`src/rtl/cu_microsequencer.sv`:
```
// rtl/cu_microsequencer.sv - microcode sequencer: micro-PC, micro-ROM addressing, control word output
//
// Holds the micro-PC and drives the synchronous micro-ROM address. It presents the
// active 59-bit control word to the field decoder. Each step follows the word's
// advance field [29:28]: 00 increment, 01 opcode dispatch, 10 return to fetch,
// 11 continue if cond_true, otherwise fetch. While a data-bus access is
// outstanding, the micro-PC holds and the same word stays active.
//
// Optional feature, macro CU_IRQ_DISPATCH_EN: a return to fetch is redirected to
// IRQ_ADDR when irq_pending & ime. irq_ack then pulses for one cycle.
//
// Ports:
//   clk             in   system clock, rising edge
//   rst_n           in   asynchronous active-low reset
//   opcode          in   instruction buffer contents (dispatch target low byte)
//   cb_prefix       in   current opcode is CB-prefixed (dispatch target bit 8)
//   cond_true       in   branch condition for advance code 11
//   mem_ready       in   data-bus transfer completes this cycle
//   urom_data       in   micro-ROM read data, one cycle after uaddr
//   uaddr           out  micro-ROM address (combinational next address)
//   control_signals out  active control word (NOP_WORD until valid)
//   stall           out  sequencer holding for the bus
//   bus_timeout     out  sticky bus-wait timeout flag
//   irq_pending     in   interrupt request (optional feature)
//   ime             in   interrupt master enable (optional feature)
//   irq_ack         out  one-cycle interrupt accept pulse (optional feature, else 0)

module cu_microsequencer #(
   parameter int                  UADDR_W    = 10,
   parameter int                  CS_W       = 59,
   parameter logic [UADDR_W-1:0]  FETCH_ADDR = 'h200,
   parameter logic [UADDR_W-1:0]  IRQ_ADDR   = 'h210,
   parameter logic [CS_W-1:0]     NOP_WORD   = 'h0_4000_0004,
   parameter logic [7:0]          MAX_WAIT   = 8'd64
) (
   input  logic               clk,
   input  logic               rst_n,
   input  logic [7:0]         opcode,
   input  logic               cb_prefix,
   input  logic               cond_true,
   input  logic               mem_ready,
   input  logic [CS_W-1:0]    urom_data,
   output logic [UADDR_W-1:0] uaddr,
   output logic [CS_W-1:0]    control_signals,
   output logic               stall,
   output logic               bus_timeout,
   input  logic               irq_pending,
   input  logic               ime,
   output logic               irq_ack
);

   logic [UADDR_W-1:0] upc;
   logic               valid;
   logic [7:0]         wait_cnt;
   logic [1:0]         adv;
   logic               mem_word;
   logic               hold;
   logic [UADDR_W-1:0] upc_inc;
   logic [UADDR_W-1:0] fetch_target;
   logic [UADDR_W-1:0] next_addr;

   assign control_signals = valid ? urom_data : NOP_WORD;
   assign adv             = control_signals[29:28];
   // db_nread (bit 30) or db_nwrite (bit 2) low marks a bus access word
   assign mem_word        = ~control_signals[30] | ~control_signals[2];
   assign hold            = valid & mem_word & ~mem_ready;
   assign stall           = hold;

   always_comb begin
      upc_inc      = upc + UADDR_W'(1);
      fetch_target = FETCH_ADDR;
`ifdef CU_IRQ_DISPATCH_EN
      if (irq_pending & ime)
         fetch_target = IRQ_ADDR;
`endif
      unique case (adv)
         2'b00:   next_addr = upc_inc;
         2'b01:   next_addr = UADDR_W'({cb_prefix, opcode});
         2'b10:   next_addr = fetch_target;
         default: next_addr = cond_true ? upc_inc : fetch_target;
      endcase
   end

   // Holding re-addresses upc so the ROM keeps returning the same word
   assign uaddr = (~valid | hold) ? upc : next_addr;

   always_ff @(posedge clk or negedge rst_n) begin
      if (!rst_n) begin
         upc         <= FETCH_ADDR;
         valid       <= 1'b0;
         wait_cnt    <= 8'd0;
         bus_timeout <= 1'b0;
      end else begin
         upc   <= uaddr;
         valid <= 1'b1;
         if (hold) begin
            if (wait_cnt != 8'hFF)
               wait_cnt <= wait_cnt + 8'd1;
            if (wait_cnt == MAX_WAIT - 8'd1)
               bus_timeout <= 1'b1;
         end else begin
            wait_cnt <= 8'd0;
         end
      end
   end

`ifdef CU_IRQ_DISPATCH_EN
   logic irq_take;
   assign irq_take = valid & ~hold & irq_pending & ime &
                     ((adv == 2'b10) | ((adv == 2'b11) & ~cond_true));

   always_ff @(posedge clk or negedge rst_n) begin
      if (!rst_n)
         irq_ack <= 1'b0;
      else
         irq_ack <= irq_take;
   end
`else
   logic unused_irq_in;
   assign unused_irq_in = irq_pending ^ ime;
   assign irq_ack       = 1'b0;
`endif

endmodule

```
`config.mk`:
```
export PLATFORM = sky130hd
export DESIGN_NAME = cu_microsequencer
export DESIGN_NICKNAME = d
export VERILOG_FILES = /design/src/rtl/cu_microsequencer.sv
export SDC_FILE = /design/constraint.sdc
export NUM_CORES = 1
export LEC_CHECK = 0
export ABC_AREA = 1
export CAP_MARGIN = 5
export CORE_UTILIZATION = 32
export DETAILED_ROUTE_END_ITERATION = 8
export MAX_ROUTING_LAYER = met4
export PLACE_DENSITY = 0.81
export SYNTH_ARGS = -nofsm -noshare
export SYNTH_HDL_FRONTEND = slang
export SYNTH_SLANG_ARGS = --single-unit
export TNS_END_PERCENT = 1
```
`constraint.sdc`:
```
create_clock -name clk -period 1.92 [get_ports clk]
set_clock_uncertainty 0.1 [all_clocks]
set_input_delay 0.48 -clock clk [delete_from_list [all_inputs] [get_ports clk]]
set_output_delay 0.48 -clock clk [all_outputs]
set_load 0.05 [all_outputs]
```
Yosys cells after proc, flatten, opt, wreduce, memory -nomap -nowiden
Cells that the tools add are included.
- flip-flop bits (word level): 20
- input port bits: 74
- output and inout bits: 72
- logic and storage cells: 27
- $add $sub $neg: 2
- eq/ne operators: 5
- muxes and demuxes: 6
- bitwise operators: 8
- reduce and logical (&&, ||, !) cells: 2
- operators by type and width (kind ; number):
    59-bit two-way mux ; 1
    10-bit one-hot mux with 3 select lines ; 1
    10-bit two-way mux ; 2
    8-bit two-way mux ; 2
    10-bit by 1-bit adder with 10-bit output, second input constant ; 1
    8-bit by 1-bit adder with 8-bit output, second input constant ; 1
    8-bit by 6-bit equality test with 1-bit output, second input constant ; 1
    8-bit inequality test, second input constant ; 1
    1-bit inverter ; 4
    1-bit AND ; 2
    2-bit by 1-bit equality test with 1-bit output, second input constant ; 1
    2-bit equality test, second input constant ; 1
    2-bit zero test ; 1
    2-bit by 1-bit inequality test with 1-bit output, second input constant ; 1
    1-bit bitwise OR ; 2
    2-bit AND reduction ; 1

Depth between registers and ports, before layout
- depth in word-level cells: 7
- depth in mapped cells: 11
- gate-level depth less buffers: 11

Worst setup path after synthesis
Ideal clock, no wire load.
- path type: input to output
- start point: in urom_data[2]
- end point: out uaddr[4]
- data arrival time: 2.292 ns
- required time: 1.340 ns
- setup slack: -0.952 ns
- cell stages on the path: 6
- buffers on the path: 1
- cells stage by stage: inv_1 > nand2_4 > a21oi_4 > nor2_2 > buf_6 > a31oi_1
- cells in the longest elaborated chain, start to end: 7
- RTL lines (what ; line ; RTL):
    start: declaration ; 42 ; input logic [CS_W-1:0] urom_data,
    59-bit two-way mux ; 62 ; assign control_signals = valid ? urom_data : NOP_WORD;
    net control_signals[2] ; 44 ; output logic [CS_W-1:0] control_signals,
    1-bit inverter ; 65 ; assign mem_word = ~control_signals[30] | ~control_signals[2];
    1-bit bitwise OR ; 65 ;
    1-bit AND (2 in series) ; 66 ; assign hold = valid & mem_word & ~mem_ready;
    net stall ; 45 ; output logic stall,
    1-bit bitwise OR ; 85 ; assign uaddr = (~valid | hold) ? upc : next_addr;
    10-bit two-way mux ; 85 ;
    end: declaration ; 43 ; output logic [UADDR_W-1:0] uaddr,
The timed path passes the listed nets, and every way through them passes these cells.

Final worst setup path
- start point: reg upc[3]
- end point: out uaddr[7]
- cells in the longest elaborated chain, start to end: 4
- RTL lines (what ; line ; RTL):
    start: declaration ; 52 ; logic [UADDR_W-1:0] upc;
    start signal: assignment ; 94 ; upc <= uaddr;
    10-bit by 1-bit adder with 10-bit output * ; 70 ; upc_inc = upc + UADDR_W'(1);
    10-bit two-way mux ; 80 ; default: next_addr = cond_true ? upc_inc : fetch_target;
    10-bit one-hot mux with 3 select lines * ; 76 ; unique case (adv)
    10-bit two-way mux * ; 85 ;
Every way passes the cells marked *; elsewhere a longest branch is shown, timed or not.

==> report_table.html <==
<table>
<tr><th>Metric</th><th>Value</th></tr>
<tr><th colspan="2">Logic synthesis</th></tr>
<tr><td>Post-synthesis instance area</td><td>1720 µm²</td></tr>
<tr><td>Sequential fraction of the synthesis area</td><td>0.292</td></tr>
<tr><td>Avg Cell Area, Syn</td><td>5.95 µm²</td></tr>
<tr><td>Mapped Cells</td><td>289</td></tr>
<tr><td>Warnings from Yosys</td><td>0</td></tr>
<tr><td>Synthesized netlist net count</td><td>365</td></tr>
<tr><td>Synthesized flop and latch total</td><td>20</td></tr>
<tr><td>Post-synth cell types</td><td>35</td></tr>
<tr><th colspan="2">Clocking</th></tr>
<tr><td>Skew-Pair Late Insertion Delay</td><td>0.27 ns</td></tr>
<tr><td>Root Buffer</td><td>sky130_fd_sc_hd__clkbuf_8</td></tr>
<tr><td>Num Clock Sinks</td><td>20</td></tr>
<tr><td>Buffer depth of the longest clock path</td><td>2</td></tr>
<tr><td>Post-CTS clock slew at the launch and capture registers of the worst setup and hold paths</td><td>0.08 ns</td></tr>
<tr><td>Number of CTS-inserted buffers</td><td>3</td></tr>
<tr><td>Clock tree from TritonCTS</td><td>yes</td></tr>
<tr><td>Hold_buf cts</td><td>0</td></tr>
<tr><td># H-tree levels</td><td>1</td></tr>
<tr><th colspan="2">Power and ir drop</th></tr>
<tr><td>Combinational cell fraction of total power</td><td>0.621</td></tr>
<tr><td>Total net switching power</td><td>1050 µW</td></tr>
<tr><td>Leakage power of the design</td><td>0.00235 µW</td></tr>
<tr><td>Fraction of power spent switching nets</td><td>0.417</td></tr>
<tr><td>Clock network fraction of design power</td><td>0.176</td></tr>
<tr><td>Total power per unit cell area</td><td>554 nW/µm²</td></tr>
<tr><td>Internal power</td><td>1480 µW</td></tr>
<tr><td>Sequential group share of total power</td><td>0.203</td></tr>
<tr><td>VDD IR-drop max</td><td>0.000544 V</td></tr>
<tr><th colspan="2">Floorplanning</th></tr>
<tr><td>Core area</td><td>5140 µm²</td></tr>
<tr><td>Overall die area</td><td>5670 µm²</td></tr>
<tr><td>Total number of placement rows</td><td>26</td></tr>
<tr><td>DIE HEIGHT</td><td>75.3 µm</td></tr>
<tr><td>Die width</td><td>75.3 µm</td></tr>
<tr><td>Starting utilization of the core area</td><td>0.335</td></tr>
<tr><td>Number of placed I/O pins</td><td>146</td></tr>
<tr><th colspan="2">STA</th></tr>
<tr><td>RSZ-0062 raised after global routing</td><td>yes</td></tr>
<tr><td>Count of final setup violators</td><td>67</td></tr>
<tr><td>Max-slew violation count</td><td>0</td></tr>
<tr><td>Max Freq</td><td>389 MHz</td></tr>
<tr><td>Min Clock Period, post-route</td><td>2.57 ns</td></tr>
<tr><td>Count of endpoints failing hold in the final timing report</td><td>0</td></tr>
<tr><td>Setup_tns</td><td>-18.41 ns</td></tr>
<tr><td>Smallest setup slack after layout</td><td>-0.653 ns</td></tr>
<tr><td>Share of the cycle needed by the critical path after routing</td><td>1.34</td></tr>
<tr><th colspan="2">Worst setup path</th></tr>
<tr><td>WP data arrival</td><td>1.99 ns</td></tr>
<tr><td>Req. time, crit path</td><td>1.34 ns</td></tr>
<tr><td>CP Cell Sequence</td><td>nand2_1, nor2_4, nand3_2, o21bai_1, o211ai_1, a21oi_2, buf_12</td></tr>
<tr><td>Critical Path End Type</td><td>primary output</td></tr>
<tr><td>Worst R2R Setup Slack</td><td>0.06 ns</td></tr>
<tr><td>Critical Setup Path Class</td><td>reg -&gt; out</td></tr>
<tr><td>Crit-path max FO</td><td>4</td></tr>
<tr><td>Crit-path leading delay family</td><td>compound AO/OA/AOI/OAI gates</td></tr>
<tr><td>CP Buf/Inv Count</td><td>1</td></tr>
<tr><td>Max stage delay on crit path</td><td>0.43 ns</td></tr>
<tr><td>Startpoint type of the worst setup path</td><td>register</td></tr>
<tr><td>Cell at the slowest stage of the critical path</td><td>sky130_fd_sc_hd__dfrtp_1</td></tr>
<tr><th colspan="2">Routing</th></tr>
<tr><td>Total wire length</td><td>10800 µm</td></tr>
<tr><td>Routed wire per std cell</td><td>20.1 µm</td></tr>
<tr><td>Number of design-rule violations left by the first detailed-router iteration</td><td>273</td></tr>
<tr><td>Antenna viol nets, final</td><td>0</td></tr>
<tr><td>Mean number of vias per cell</td><td>5.24</td></tr>
<tr><td>Drt first pass iters</td><td>6</td></tr>
<tr><td>DRC errors left</td><td>0</td></tr>
<tr><td>Count of vias placed by the detailed router</td><td>2806</td></tr>
<tr><th colspan="2">Worst hold path</th></tr>
<tr><td>Class of the most critical hold timing path</td><td>reg -&gt; reg</td></tr>
<tr><th colspan="2">Final layout</th></tr>
<tr><td>Fillcell total</td><td>199</td></tr>
<tr><td>Final nets</td><td>543</td></tr>
<tr><td>N_diodes</td><td>0</td></tr>
<tr><td>Fraction of final layout cells sized beyond drive strength 1</td><td>0.361</td></tr>
<tr><td>Synthesis-to-layout area growth</td><td>165%</td></tr>
<tr><th colspan="2">Global routing</th></tr>
<tr><td>Remaining Overflow, GRT</td><td>0</td></tr>
<tr><td>Vias in the first global route</td><td>2493</td></tr>
<tr><td>Global-route total usage across every layer</td><td>0.305</td></tr>
<tr><td>Wire length of the first global-routing pass</td><td>12400 µm</td></tr>
<tr><td>Number of antenna violations at the first check in global routing</td><td>0</td></tr>
<tr><td>Largest net degree at the start of global routing</td><td>40</td></tr>
<tr><th colspan="2">Place</th></tr>
<tr><td>Dpl hpwl</td><td>6050 µm</td></tr>
<tr><td>Count of input and output buffers</td><td>142</td></tr>
<tr><td>Post-placement setup slack</td><td>-0.922 ns</td></tr>
<tr><td>Gp weighted congestion</td><td>0.962</td></tr>
<tr><th colspan="2">Status</th></tr>
<tr><td>Run status</td><td>complete, but fails checks</td></tr>
<tr><td>Violated checks</td><td>negative setup slack</td></tr>
<tr><th colspan="2">Flow run</th></tr>
<tr><td>Count of max-cap constraint violations</td><td>0</td></tr>
</table>
state kept, by name (all words and copies together) (netlist names):
signal       cells
upc             10
bus_timeout      1
valid            1
wait_cnt         8
cell type report:
class / count / area (µm²) / area share
Sequential cell: 20 / 508 / 0.111
Inverter: 77 / 310 / 0.0679
Clock buffer: 3 / 41.3 / 0.00904
Multi-Input combinational cell: 185 / 1130 / 0.248
Clock inverter: 1 / 30.0 / 0.00658
Timing Repair Buffer: 180 / 2450 / 0.538
Tap cell: 70 / 87.6 / 0.0192
power groups by stage:
stage / Combinational, µW / Sequential (µW) / Clock, µW
2_1_floorplan: 607 / 498 / 0
3_3_place_gp: 1280 / 508 / 0
3_5_place_dp: 1310 / 508 / 0
4_1_cts: 1410 / 498 / 438
5_1_grt: 1620 / 514 / 456
6_report: 1570 / 513 / 445
cells in the mapped netlist:
| library cell | number | area share |
|---|---|---|
| sky130_fd_sc_hd__o22ai_1 | 1 | 0.0036 |
| sky130_fd_sc_hd__nor3_1 | 2 | 0.0058 |
| sky130_fd_sc_hd__o21ai_0 | 7 | 0.020 |
| sky130_fd_sc_hd__dfrtp_1 | 19 | 0.28 |
| sky130_fd_sc_hd__nand2_2 | 5 | 0.018 |
| sky130_fd_sc_hd__a22oi_2 | 1 | 0.0073 |
| sky130_fd_sc_hd__o21bai_1 | 1 | 0.0044 |
| sky130_fd_sc_hd__a21oi_4 | 1 | 0.0095 |
| sky130_fd_sc_hd__ha_1 | 2 | 0.015 |
| sky130_fd_sc_hd__a31oi_1 | 5 | 0.018 |
| sky130_fd_sc_hd__a21o_1 | 1 | 0.0044 |
| sky130_fd_sc_hd__nor4_1 | 2 | 0.0073 |
| sky130_fd_sc_hd__nor2_2 | 2 | 0.0073 |
| sky130_fd_sc_hd__or2_1 | 2 | 0.0073 |
| sky130_fd_sc_hd__conb_1 | 2 | 0.0044 |
| sky130_fd_sc_hd__a22oi_1 | 1 | 0.0044 |
| sky130_fd_sc_hd__nor2_1 | 13 | 0.028 |
| sky130_fd_sc_hd__o21ai_1 | 1 | 0.0029 |
| sky130_fd_sc_hd__or2_2 | 2 | 0.0073 |
| sky130_fd_sc_hd__dfstp_2 | 1 | 0.015 |
| sky130_fd_sc_hd__nand3_1 | 12 | 0.035 |
| sky130_fd_sc_hd__clkbuf_1 | 1 | 0.0022 |
| sky130_fd_sc_hd__buf_6 | 2 | 0.013 |
| sky130_fd_sc_hd__nand3b_1 | 1 | 0.0044 |
| sky130_fd_sc_hd__nand2_1 | 100 | 0.22 |
| sky130_fd_sc_hd__inv_1 | 77 | 0.17 |
| sky130_fd_sc_hd__a21oi_1 | 9 | 0.026 |
| sky130_fd_sc_hd__buf_4 | 1 | 0.0044 |
| sky130_fd_sc_hd__nand2_4 | 2 | 0.013 |
| sky130_fd_sc_hd__nand4_1 | 3 | 0.011 |
| sky130_fd_sc_hd__o31ai_1 | 1 | 0.0044 |
| sky130_fd_sc_hd__a211oi_1 | 1 | 0.0044 |
| sky130_fd_sc_hd__buf_2 | 5 | 0.015 |
| sky130_fd_sc_hd__o211ai_1 | 1 | 0.0044 |
| sky130_fd_sc_hd__xor2_1 | 2 | 0.010 |
routing by layer:
layer / up-vias / share of wire / GRT usage / wire (µm)
li1: 1212 / - / - / -
met1: 1342 / 0.35 / 0.324 / 3760
met2: 193 / 0.51 / 0.536 / 5510
met3: 59 / 0.092 / 0.0833 / 992
met4: 0 / 0.050 / 0.121 / 537
met5: - / 0 / - / 0
worst reg2reg max path, delay by kind of cell (launching register included):
family / cells / cell delay [ns]
AOI/OAI and AO/OA: 3 / 0.68
buffers and inverters: 1 / 0.16
and+or+nand+nor: 3 / 0.43
DFF: 1 / 0.43
cell families after synthesis:
logic type,count (synthesis),share of synthesized area
AND/OR/NAND/NOR,146,0.363
buffers and inverters,86,0.202
AO/OA/AOI/OAI,31,0.114
flip-flops,20,0.292
XOR/XNOR,2,0.0102
adder cells (fa/ha/maj),2,0.0145
other,2,0.00437
layout by cell type, fill, tap and decap left out, types with 2 or more instances in the layout:
cell type                          n
sky130_fd_sc_hd__inv_1            72
sky130_fd_sc_hd__nand2_2          12
sky130_fd_sc_hd__a21oi_2           3
sky130_fd_sc_hd__or2_1             2
sky130_fd_sc_hd__nand4_1           3
sky130_fd_sc_hd__clkdlybuf4s50_1  65
sky130_fd_sc_hd__or2_2             2
sky130_fd_sc_hd__buf_6             8
sky130_fd_sc_hd__inv_2             3
sky130_fd_sc_hd__buf_12           72
sky130_fd_sc_hd__o21ai_0           6
sky130_fd_sc_hd__nand3_1          11
sky130_fd_sc_hd__conb_1            2
sky130_fd_sc_hd__buf_4            29
sky130_fd_sc_hd__dlygate4sd2_1     5
sky130_fd_sc_hd__nand2_4           4
sky130_fd_sc_hd__clkbuf_8          3
sky130_fd_sc_hd__nor2_1           11
sky130_fd_sc_hd__a21oi_1           3
sky130_fd_sc_hd__a22oi_2           2
sky130_fd_sc_hd__nor4_1            2
sky130_fd_sc_hd__nor2_4            5
sky130_fd_sc_hd__dfrtp_2           2
sky130_fd_sc_hd__nand2_1          88
sky130_fd_sc_hd__a21oi_4           4
sky130_fd_sc_hd__a31oi_4           2
sky130_fd_sc_hd__nor3_1            2
sky130_fd_sc_hd__dfrtp_1          16
sky130_fd_sc_hd__nand2_8           4
sky130_fd_sc_hd__a31oi_1           2
per-stage QoR:
stage,total power (µW),utilization,hold WS (ns),cell area (µm²),instances
2_1_floorplan,1100,-,0.0844,1800,289
3_3_place_gp,1790,0.795,0.369,4090,511
3_5_place_dp,1820,0.795,0.360,4090,511
4_1_cts,2350,0.857,0.391,4400,530
5_1_grt,2590,0.889,0.401,4570,536
6_report,2530,0.889,0.390,4570,536
final timing paths:
path                             startpoint     endpoint  cells after the start
worst max-delay path                 upc[3]     uaddr[7]                      7
worst min-delay path            bus_timeout  bus_timeout                      1
worst max register to register       upc[3]       upc[7]                      7
worst min register to register  bus_timeout  bus_timeout                      1
max in group asynchronous             rst_n       upc[9]                      2
min in group asynchronous             rst_n       upc[0]                      2
repair_timing:
item | CTS | global route
resized for setup | 41 | 28
pin swaps | 16 | 17
gates cloned | 2 | 0
endpoints found under the setup margin | 80 | 68
endpoints found under the hold margin | 0 | 0
buffers inserted | 13 | 6
No activity file was read; power rests on OpenSTA's default activity.
